<file path="src/rtl/dmem_arbiter.sv">
// Two-port data-memory arbiter.
// Each transaction is IDLE -> ACCESS -> DONE: the request is sampled in IDLE,
// memory is driven in ACCESS, and the ack/err pulse goes out in DONE.
// PRIO_MODE selects round-robin (0) or fixed priority to port 0 (1).
module dmem_arbiter #(
    parameter int PRIO_MODE = 0
) (
    input  logic        clk,
    input  logic        rst,
    input  logic        req0,
    input  logic        req1,
    input  logic        we0,
    input  logic        we1,
    input  logic [11:0] addr0,
    input  logic [11:0] addr1,
    input  logic [31:0] wdata0,
    input  logic [31:0] wdata1,
    output logic        ack0,
    output logic        ack1,
    output logic [31:0] rdata0,
    output logic [31:0] rdata1,
    output logic        err0,
    output logic        err1,
    output logic [11:0] mem_addr,
    output logic [31:0] mem_din,
    output logic        mem_we,
    input  logic [31:0] mem_dout,
    output logic        busy
);

    localparam logic [1:0] IDLE   = 2'd0;
    localparam logic [1:0] ACCESS = 2'd1;
    localparam logic [1:0] DONE   = 2'd2;

    logic [1:0]  state;
    logic [1:0]  nextState;
    logic        anyReq;
    logic        grantPort;
    logic        startTxn;
    logic        lastGrant;   // id of the port granted most recently
    logic        curPort;
    logic        curWe;
    logic [11:0] curAddr;
    logic [31:0] curWdata;
    logic        curAligned;
    logic        inAccess;
    logic        inDone;

    assign anyReq     = req0 | req1;
    assign startTxn   = (state == IDLE) && anyReq;
    assign curAligned = (curAddr[1:0] == 2'b00);
    assign inAccess   = (state == ACCESS);
    assign inDone     = (state == DONE);

    // Pick the winner among the currently raised requests.
    always_comb begin
        // NOTE: every signal assigned in always_comb gets a default first so no latch is inferred.
        grantPort = 1'b0;
        if (req0 && req1) begin
            grantPort = (PRIO_MODE == 1) ? 1'b0 : ~lastGrant;
        end else if (req1) begin
            grantPort = 1'b1;
        end
    end

    // Next-state logic: requests only matter in IDLE, the other two states always advance.
    always_comb begin
        nextState = IDLE;
        case (state)
            IDLE:    nextState = anyReq ? ACCESS : IDLE;
            ACCESS:  nextState = DONE;
            DONE:    nextState = IDLE;
            default: nextState = IDLE;
        endcase
    end

    // State register and last-grant pointer; reset makes port 0 the first contested winner.
    always_ff @(posedge clk) begin
        // NOTE: sequential state uses non-blocking assignments so all registers see pre-edge values.
        if (rst) begin
            state     <= IDLE;
            lastGrant <= 1'b1;
        end else begin
            state <= nextState;
            if (startTxn) begin
                lastGrant <= grantPort;
            end
        end
    end

    // Capture the winner's command when leaving IDLE; port inputs are ignored afterwards.
    always_ff @(posedge clk) begin
        // NOTE: the command register is not reset: it is only observed in ACCESS/DONE, which are always preceded by a load.
        if (startTxn) begin
            curPort  <= grantPort;
            curWe    <= grantPort ? we1    : we0;
            curAddr  <= grantPort ? addr1  : addr0;
            curWdata <= grantPort ? wdata1 : wdata0;
        end
    end

    // Read-data registers: only the winner's register moves, and only at the end of ACCESS.
    always_ff @(posedge clk) begin
        if (rst) begin
            rdata0 <= '0;
            rdata1 <= '0;
        end else if (inAccess) begin
            if (!curAligned) begin
                if (curPort) rdata1 <= '0;
                else         rdata0 <= '0;
            end else if (!curWe) begin
                if (curPort) rdata1 <= mem_dout;
                else         rdata0 <= mem_dout;
            end
        end
    end

    // Memory drive is zero outside ACCESS; a misaligned or reset-hit write never reaches memory.
    always_comb begin
        mem_addr = inAccess ? curAddr  : 12'd0;
        mem_din  = inAccess ? curWdata : 32'd0;
        mem_we   = inAccess && curWe && curAligned && !rst;
    end

    // Completion signalling comes straight from the DONE state.
    always_comb begin
        ack0 = inDone && !curPort;
        ack1 = inDone &&  curPort;
        err0 = ack0 && !curAligned;
        err1 = ack1 && !curAligned;
        busy = (state != IDLE);
    end

endmodule

</file>
<file path="config.mk">
export PLATFORM = sky130hd
export DESIGN_NAME = dmem_arbiter
export DESIGN_NICKNAME = d
export VERILOG_FILES = /design/src/rtl/dmem_arbiter.sv
export SDC_FILE = /design/constraint.sdc
export NUM_CORES = 1
export LEC_CHECK = 0
export ABC_CLOCK_PERIOD_IN_PS = 2100
export CAP_MARGIN = 20
export CORE_ASPECT_RATIO = 2
export CORE_MARGIN = 2
export CORE_UTILIZATION = 23
export DETAILED_ROUTE_END_ITERATION = 8
export GPL_ROUTABILITY_DRIVEN = 0
export PLACE_DENSITY_LB_ADDON = 0.1
export SKIP_CTS_REPAIR_TIMING = 1
export SYNTH_ARGS = -nofsm -noshare
export SYNTH_HDL_FRONTEND = slang
export SYNTH_SLANG_ARGS = --single-unit
</file>
<file path="constraint.sdc">
create_clock -name clk -period 2.1 [get_ports clk]
set_clock_uncertainty 0.1 [all_clocks]
set_input_delay 0.42 -clock clk [delete_from_list [all_inputs] [get_ports clk]]
set_output_delay 0.42 -clock clk [all_outputs]
set_load 0.01 [all_outputs]
</file>
* Word level (Yosys, flattened, before mapping)
Index checks and enable logic that the tools add are counted.
** Operators by class
- $add $sub $neg :: 0
- Div/mod/pow operators :: 0
- $lt $le $gt $ge :: 0
- Equal/unequal tests :: 5
- Shift operators :: 0
- Mux-type cells :: 17
- Bitwise gates (word level) :: 2
- Reduce and logical (&&, ||, !) cells :: 19
- $mul :: 0
** Operator list (number)
- $mux W32 :: 10
- $mux W12 :: 2
- $logic_and A1 B1 Y1 :: 9
- $reduce_and A4 Y1 :: 2
- $reduce_bool A2 Y1 :: 3
- $logic_not A2 Y1 :: 2
- $mux W1 :: 4
- $ne A2 B1 Y1 const B :: 2
- $pmux W2 S2 :: 1
- $logic_not A1 Y1 :: 3
- $eq A2 B1 Y1 const B :: 1
- $eq A2 B2 Y1 const B :: 1
- $ne A2 B2 Y1 const B :: 1
- $not A1 Y1 :: 1
- $or A1 B1 Y1 :: 1
** Storage, ports and cells
- Memories :: 0
- Output and inout port bits :: 114
- Bits in latches :: 0
- Bits of input ports :: 126
- Memory bits (writable) :: 0
- ROM bits :: 0
- Bits in registers :: 113

* Depth between registers and ports, before layout
Gate-level depths: netlist of the first run.
- Word-level depth :: 4
- Depth in mapped cells :: 6

* Worst setup path after synthesis of the first run
OpenSTA, ideal clock, no wires.
- Kind :: register to register
- Start point :: register state[1]
- End point :: register curAddr[0] (enable)
- Period minus slack after synthesis :: 2142 ps
- Path buffers :: 0
- Cell stages (with the launch flop) :: 3
- Library setup time :: 407 ps
- Setup slack :: -42 ps
- Arrival :: 1635 ps
- Cell sequence :: dfxtp_1 -> nor2_1 -> o21a_1
** Between the ends
- Longest elaborated chain between the ends :: 2
** RTL lines
- start: declaration :: RTL line 35 : logic [1:0] state;
- start signal: assignment :: RTL line 84 : state <= nextState;
- $logic_not A2 Y1 :: RTL line 50 : assign startTxn = (state == IDLE) && anyReq;
- $logic_and A1 B1 Y1 :: RTL line 50
- via startTxn :: RTL line 39 : logic startTxn;
- end signal: assignment :: RTL line 97 : curAddr <= grantPort ? addr1 : addr0;
- end: declaration :: RTL line 43 : logic [11:0] curAddr;
The timed path passes the listed nets, and every way through them passes these cells.
A chain may end at the register's enable or synchronous reset.

* Final worst setup path of the first run
- Start point :: register state[1]
- End point :: output mem_din[0]
** Between the ends
- Longest elaborated chain between the ends :: 2
** RTL lines
- $eq A2 B1 Y1 :: RTL line 52 : assign inAccess = (state == ACCESS);
- $mux W32 :: RTL line 121 : mem_din = inAccess ? curWdata : 32'd0;
- end: declaration :: RTL line 25 : output logic [31:0] mem_din,
No other way between the ends.

==> impl_metrics.toml, run 1 <==
[outcome]
status = "complete, no violations"

[final_layout]
n_antenna_cell = 0
nets = 791
syn2layout_area_growth_pct = 69.9
regArea_um2 = 2720
drive_above_1_share_pct = 20.4
fillers = 2054
stdcell_count = 947
multiInputGateArea_um2 = 2110

[drt]
ant_nets = 0
drtPass1Iterations = 3
drc = 0
viasPerCell = 4.15
vias = 3932
dr.first_iter.drc_count = 78
routed_wl_um = 15700
wl_per_cell_um = 16.6

[hold_path]
min_to = "rdata1[12]"
hold_path_depth = 2
min_from = "rdata1[12]"
hold_class = "reg -> reg"

[power_and_ir_drop]
ir_drop_mv = 0.366
p_leak_nw = 3.54
seq_power_share_pct = 38.1
p_int_mw = 5.00
switchingPower_mw = 1.51
comb_power_share_pct = 14.8
power_density_nw_per_um2 = 775
clkPwrFrac_pct = 47.1
power_mw = 6.51
p_sw_share_pct = 23.3

[cts]
cts_tree = "built"
root_buffer = "clkbuf_16"
path_clk_slew_ps = 50
clk_path_buf_depth = 2
htree_levels = 4
clk_latency_ps = 420
cts_made_buffers = 17
clock-sinks = 113

[logic_synthesis]
synth_cell_types = 22
synth_common_cells = "dfxtp_1, nand2b_1, mux2i_1, edfxtp_1, mux2_2"
ys_warn_count = 0
synth.most_common_cell = "dfxtp_1"
ys_seq_area_share_pct = 55.0
synth_area_leaders = "edfxtp_1, dfxtp_1, mux2i_1, mux2_2, nand2b_1"
syn_inst = 412
synth_edf_count = 46
synthFlopType = "dfxtp_1"
async_flop_share_pct = 0
syn_nets = 538
synth_seq_cells = 113
synthesis.area_um2 = 4950
yosys.area.top_type = "edfxtp_1"
synth.avg_cell_area_um2 = 12.0
synth.top_cell.area_share_pct = 27.9

[grt]
grt_max_degree = 68
use_met3_pct = 5.42
grtUsageMet1_pct = 13.1
grt-busiest-layer = "met2"
grt.overflow.total = 0
gr-usage-all-layers_pct = 13.4
grt_pass1_wl_um = 22700
antenna_found_initial = 0
first_global_vias = 4249
grt_util_met2_pct = 24.1

[floorplan]
die_area_um2 = 22800
rows = 75
io_pins = 240
fp.dieW_um = 108
die_h_um = 211
start_util_pct = 23.5
core_area_um2 = 21000

[setup_path]
path_class = "reg -> out"
r2r_cells = 5
timing.rr.end = "rdata1[8]"
regToRegSetupSlack_ps = 230
required_ps = 1580
arrival_ps = 1510
r2r_start = "state[1]"
end_kind = "output port"
crit_path_max_fanout = 10
start_kind = "flop"

[timing]
finalCritPeriodShare_pct = 96.7
hold_violations = 0
period_needed_ps = 2030
worst_pin_slew_ps = 632
setup_viol = 0
fmax_mhz = 492
drv_slew = 0
slew_headroom_pct = 57.9

[placement]
dp_cells = 909
io_buffers = 239
hpwl_um = 10800

[job]
drv_cap = 0
-- how the worst max path moves through the flow --
stage                          start           to  slack (ps)  cells after the start
after floorplan             state[1]   curAddr[0]         420                      2
after global placement          req1  curWdata[5]          20                      4
after detailed placement        req1  curAddr[10]          -3                      4
after CTS                 curAddr[0]       mem_we        -400                      3
after global routing        state[0]         err0         -20                      4
final                       state[1]   mem_din[0]          70                      5
-- routing by layer --
layer | wire, um | vias up
li1 | - | 1906
met5 | 0 | -
met1 | 5420 | 1829
met2 | 8530 | 176
met4 | 468 | 0
met3 | 1320 | 21
-- flip-flops by register name, summed over array words and instances (netlist names) --
signal	cells
curWdata	32
rdata0	32
rdata1	32
curAddr	12
state	2
curPort	1
curWe	1
lastGrant	1
-- metrics by stage --
| step | TNS [ps] | worst slack (ps) | hold WS, ps | instance area, um2 | util, % |
|---|---|---|---|---|---|
| floorplan | 0 | 416 | 364 | 4950 | - |
| global placement | 0 | 17.7 | 361 | 7740 | 36.8 |
| detailed placement | -5.75 | -3.38 | 363 | 7740 | 36.8 |
| CTS | -15600 | -398 | 374 | 8360 | 39.8 |
| global route | -49.2 | -24.4 | 388 | 8410 | 40.0 |
| finish | 0 | 69.3 | 371 | 8410 | 40.0 |
-- critical path, stage by stage, from the launching register on --
cell and delay, ps:
dfxtp_2 350, nor2b_4 180, buf_12 150, buf_12 130, and2_1 120, dlymetal6s2s_1 160
-- cell families (layout without fill, tap and decap cells) --
kind of cell,Yosys count,in the layout,synth area share (%)
simple gates,156,156,17.9
flops,113,113,55.0
mux,109,109,23.2
buf+inv,30,296,3.26
compound gates,4,4,0.607
-- layout by cell type, fill, tap and decap left out, types with 19 or more instances in the layout --
| cell | n |
|---|---|
| and2_1 | 44 |
| clkbuf_16 | 19 |
| clkbuf_2 | 25 |
| clkdlybuf4s50_1 | 188 |
| dfxtp_1 | 66 |
| dlymetal6s2s_1 | 21 |
| edfxtp_1 | 46 |
| mux2_2 | 45 |
| mux2i_1 | 64 |
| nand2_1 | 32 |
| nand2b_1 | 66 |
-- power by group through the flow --
stage | clock network (mW) | logic (mW) | registers, mW
global route | 3.25 | 1.04 | 2.49
floorplan | 0 | 0.403 | 2.53
detailed placement | 0 | 0.968 | 2.53
finish | 3.07 | 0.964 | 2.48
global placement | 0 | 0.960 | 2.52
CTS | 3.16 | 0.974 | 2.48
-- layout make-up --
| class | count | area share (%) |
|---|---|---|
| Sequential cell | 113 | 32.4 |
| Timing Repair Buffer | 261 | 31.0 |
| Multi-Input combinational cell | 269 | 25.1 |
| Clock buffer | 18 | 5.11 |
| Tap cell | 269 | 4.00 |
| Clock inverter | 14 | 2.26 |
| Inverter | 3 | 0.134 |
Power figures use the tool's default switching activity.
==> run 2: changes to the inputs <==
CORE_UTILIZATION = 37   (was 23)
==> run 2 against run 1 <==
Effect of this change: the flow now finishes with violations (DRC, setup timing); critical path depth shrank 2; total power shrank 3.9%; first-iteration DRC count grew 42%; fmax shrank 4.0%; non-clock buffer count shrank 5; register-to-register slack lost 50 ps; routed wire length shrank 12%; sequential cell count is the same; core utilization grew 23 points; sequential power is essentially flat; setup slack lost 84 ps; critical path type unchanged.
==> impl_metrics.toml, run 2 (synthesis gave the netlist of run 1 again) <==
[final_layout]
syn2layout_area_growth_pct = 67.5
fillers = 1071
multiInputGateArea_um2 = 2110
final_cell_mix = "clkdlybuf4s50_1, nand2b_1, dfxtp_1"
stdcell_count = 825
utilization_pct = 63.4
design_area_um2 = 8290
drive_above_1_share_pct = 18.4
n_antenna_cell = 0
regArea_um2 = 2720
nets = 786
top_regs = "curWdata x32, rdata0 x32, rdata1 x32"
layout_commonest_cell = "clkdlybuf4s50_1"

[timing]
hold_violations = 0
fmax_mhz = 473
setup_viol = 1
worst_pin_slew_ps = 623
hold_ws_ps = 369
setup_tns_ps = -15.2
rsz0062_at_grt = "true"
drv_slew = 0
finalWorstSetupSlack_ps = -15.2
period_needed_ps = 2120
finalCritPeriodShare_pct = 101
slew_headroom_pct = 58.5

[cts]
cts_made_buffers = 17
htree_levels = 4
clock-sinks = 113
clk_latency_ps = 400
root_buffer = "clkbuf_16"
cts_tree = "built"
path_clk_slew_ps = 50
clk_path_buf_depth = 2

[grt]
grt_pass1_wl_um = 21500
first_global_vias = 4264
antenna_found_initial = 0
grt.overflow.total = 0
grt_max_degree = 68
gr-usage-all-layers_pct = 19.6

[power_and_ir_drop]
p_int_mw = 4.82
power_mw = 6.26
p_sw_share_pct = 23.1
ir_drop_mv = 0.569
power_density_nw_per_um2 = 755
p_leak_nw = 3.72
switchingPower_mw = 1.44
clkPwrFrac_pct = 45.2
comb_power_share_pct = 15.1
seq_power_share_pct = 39.7

[setup_path]
regToRegSetupSlack_ps = 180
arrival_ps = 1600
required_ps = 1580
start_kind = "flop"
path_class = "reg -> out"
end_kind = "output port"
crit_path_max_fanout = 4

[placement]
dp_cells = 790
io_buffers = 239
placed_area_um2 = 7570
hpwl_um = 10000
dp_slack_ps = 0.333

[outcome]
status = "finished with violations"
violations = "DRC, setup timing"

[drt]
routed_wl_um = 13900
drc = 14
viasPerCell = 4.76
vias = 3923
wl_per_cell_um = 16.9
ant_nets = 0
dr.first_iter.drc_count = 111
drtPass1Iterations = 8

[floorplan]
die_area_um2 = 14400
die_h_um = 168
io_pins = 240
start_util_pct = 37.9
fp.dieW_um = 85.8
core_area_um2 = 13100
rows = 59

[job]
drv_cap = 0

[hold_path]
hold_class = "reg -> reg"
[run 2: cell count changes in the layout (fill, tap and decap cells not counted), moves of 4 or more]
cell / delta
clkbuf_2: -24
dlymetal6s2s_1: +13
buf_6: +8
and2_1: -5
and2_4: +5
buf_2: +5
buf_4: -4
[run 2: worst max-delay path, stage by stage (launching register included)]
cell and delay (ps):
dfxtp_1 350, nor2_1 260, inv_1 70, clkdlybuf4s50_1 510
[run 2: power by group through the flow]
stage | clock (mW) | sequential [mW] | combinational (mW)
final | 2.83 | 2.48 | 0.945
after floorplan | 0 | 2.53 | 0.403
after CTS | 2.90 | 2.48 | 0.952
after global routing | 3.01 | 2.50 | 1.01
after global placement | 0 | 2.52 | 0.934
after detailed placement | 0 | 2.53 | 0.946
[run 2: layout make-up]
| class | instances | share of cell area [%] |
|---|---|---|
| sequential | 113 | 32.9 |
| timing repair buffer | 256 | 32.1 |
| multi-input combinational | 269 | 25.5 |
| clock buffer | 21 | 5.93 |
| tap | 152 | 2.29 |
| clock inverter | 11 | 1.19 |
| inverter | 3 | 0.136 |
[run 2: worst paths after layout]
check / from / to / cells after the start
max reg2reg: state[0] / rdata1[12] / 5
max: state[1] / busy / 3
min: rdata1[26] / rdata1[26] / 2
min reg2reg: rdata1[26] / rdata1[26] / 2
[run 2: metal layers]
layer | vias to the layer above | global-route usage [%] | routed length [um]
li1 | 1897 | - | -
met1 | 1834 | 18.8 | 4690
met2 | 169 | 35.4 | 7780
met3 | 23 | 7.69 | 1050
met4 | 0 | 9.32 | 382
met5 | - | 0 | 0
==> run 3: changes to the inputs <==
CORE_UTILIZATION = 38   (was 37)
CTS_BUF_LIST = sky130_fd_sc_hd__clkbuf_8   (was not set)
==> run 3 against run 2 <==
Effect of this change: the run ends with setup timing left; sequential share of layout area increased by 1.0 points; sequential power hardly changed; routed wire length shrank 8.1%.
==> impl_metrics.toml, run 3 (synthesis gave the netlist of run 1 again) <==
[floorplan]
rows = 59
die_area_um2 = 14000
start_util_pct = 38.5
fp.dieW_um = 84.7
die_h_um = 165
io_pins = 240
core_area_um2 = 12800

[cts]
path_clk_slew_ps = 60
root_buffer = "clkbuf_8"
clk_path_buf_depth = 2
clock-sinks = 113
htree_levels = 4
clk_latency_ps = 410
cts_tree = "built"
cts_made_buffers = 17

[drt]
ant_nets = 0
wl_per_cell_um = 15.4
viasPerCell = 4.66
routed_wl_um = 12800
dr.first_iter.drc_count = 117
drtPass1Iterations = 4
vias = 3862
drc = 0

[placement]
hpwl_um = 8860
io_buffers = 239
dp_cells = 790
dp_slack_ps = 10.5

[timing]
finalCritPeriodShare_pct = 110
drv_slew = 0
finalWorstSetupSlack_ps = -210
hold_violations = 0
slew_headroom_pct = 59.4
worst_pin_slew_ps = 609
rsz0062_at_grt = "true"
period_needed_ps = 2310
hold_ws_ps = 369
setup_tns_ps = -210
fmax_mhz = 433
setup_viol = 1

[setup_path]
path_class = "reg -> out"
crit_path_max_fanout = 13
start_kind = "flop"
arrival_ps = 1790
r2r_cells = 4
required_ps = 1580
end_kind = "output port"

[grt]
gr-usage-all-layers_pct = 18.2
grt.overflow.total = 0
antenna_found_initial = 0
first_global_vias = 4034
grt_pass1_wl_um = 20000
grt_max_degree = 68

[final_layout]
nets = 791
utilization_pct = 62.6
n_antenna_cell = 0
drive_above_1_share_pct = 19.4
final_cell_mix = "clkdlybuf4s50_1, nand2b_1, dfxtp_1"
layout_commonest_cell = "clkdlybuf4s50_1"
stdcell_count = 829
top_regs = "curWdata x32, rdata0 x32, rdata1 x32"
syn2layout_area_growth_pct = 62.5

[power_and_ir_drop]
p_leak_nw = 3.52
power_density_nw_per_um2 = 683
ir_drop_mv = 0.514

[hold_path]
hold_path_depth = 2
hold_class = "reg -> reg"

[outcome]
status = "finished with violations"
violations = "setup timing"

[job]
drv_cap = 0
[run 3: changes by cell type in the layout (fill, tap and decap cells not counted), moves of 2 or more]
cell,delta
clkbuf_16,-18
clkbuf_2,+17
clkbuf_8,+16
dlymetal6s2s_1,-9
buf_6,-6
and2_1,+4
and2_4,-4
buf_4,+4
buf_2,-3
inv_4,-3
bufinv_16,+2
clkinv_2,+2
clkinvlp_4,-2
inv_1,+2
[run 3: cell type report]
cell class | instances | area, um2
tap | 152 | 190
multi-input combinational | 269 | 2100
fill | 1089 | 4800
inverter | 3 | 11.3
clock inverter | 12 | 143
timing repair buffer | 261 | 2610
clock buffer | 19 | 262
sequential | 113 | 2730
[run 3: report_power, final]
part / internal, mW / total [mW] / switching, mW
Sequential: 2.44 / 2.48 / 0.0363
Combinational: 0.571 / 0.934 / 0.362
Clock: 1.22 / 2.08 / 0.867
Total: 4.23 / 5.49 / 1.27
[run 3: final timing paths]
kind,startpoint,endpoint,slack [ps]
hold reg to reg,rdata1[31],rdata1[31],370
hold / removal,rdata1[31],rdata1[31],370
setup / recovery,state[0],mem_din[30],-210
setup reg to reg,state[0],rdata1[20],350
[run 3: critical path, stage by stage (launching register included)]
cell and delay (ps):
dfxtp_2 340, nor2b_4 200, buf_6 170, and2_1 140, clkdlybuf4s50_1 530
[run 3: metal layers]
layer | GRT usage [%] | up-vias | routed length (um)
met5 | 0 | - | 0
met4 | 8.80 | 0 | 334
met3 | 6.86 | 20 | 1110
met2 | 28.3 | 165 | 5970
met1 | 22.2 | 1773 | 5380
li1 | - | 1904 | -
[run 3: per-stage QoR]
step	total power [mW]	instance area, um2
floorplan	2.93	4950
global placement	3.46	7580
detailed placement	3.47	7580
CTS	5.57	7990
global route	5.73	8040
finish	5.49	8040
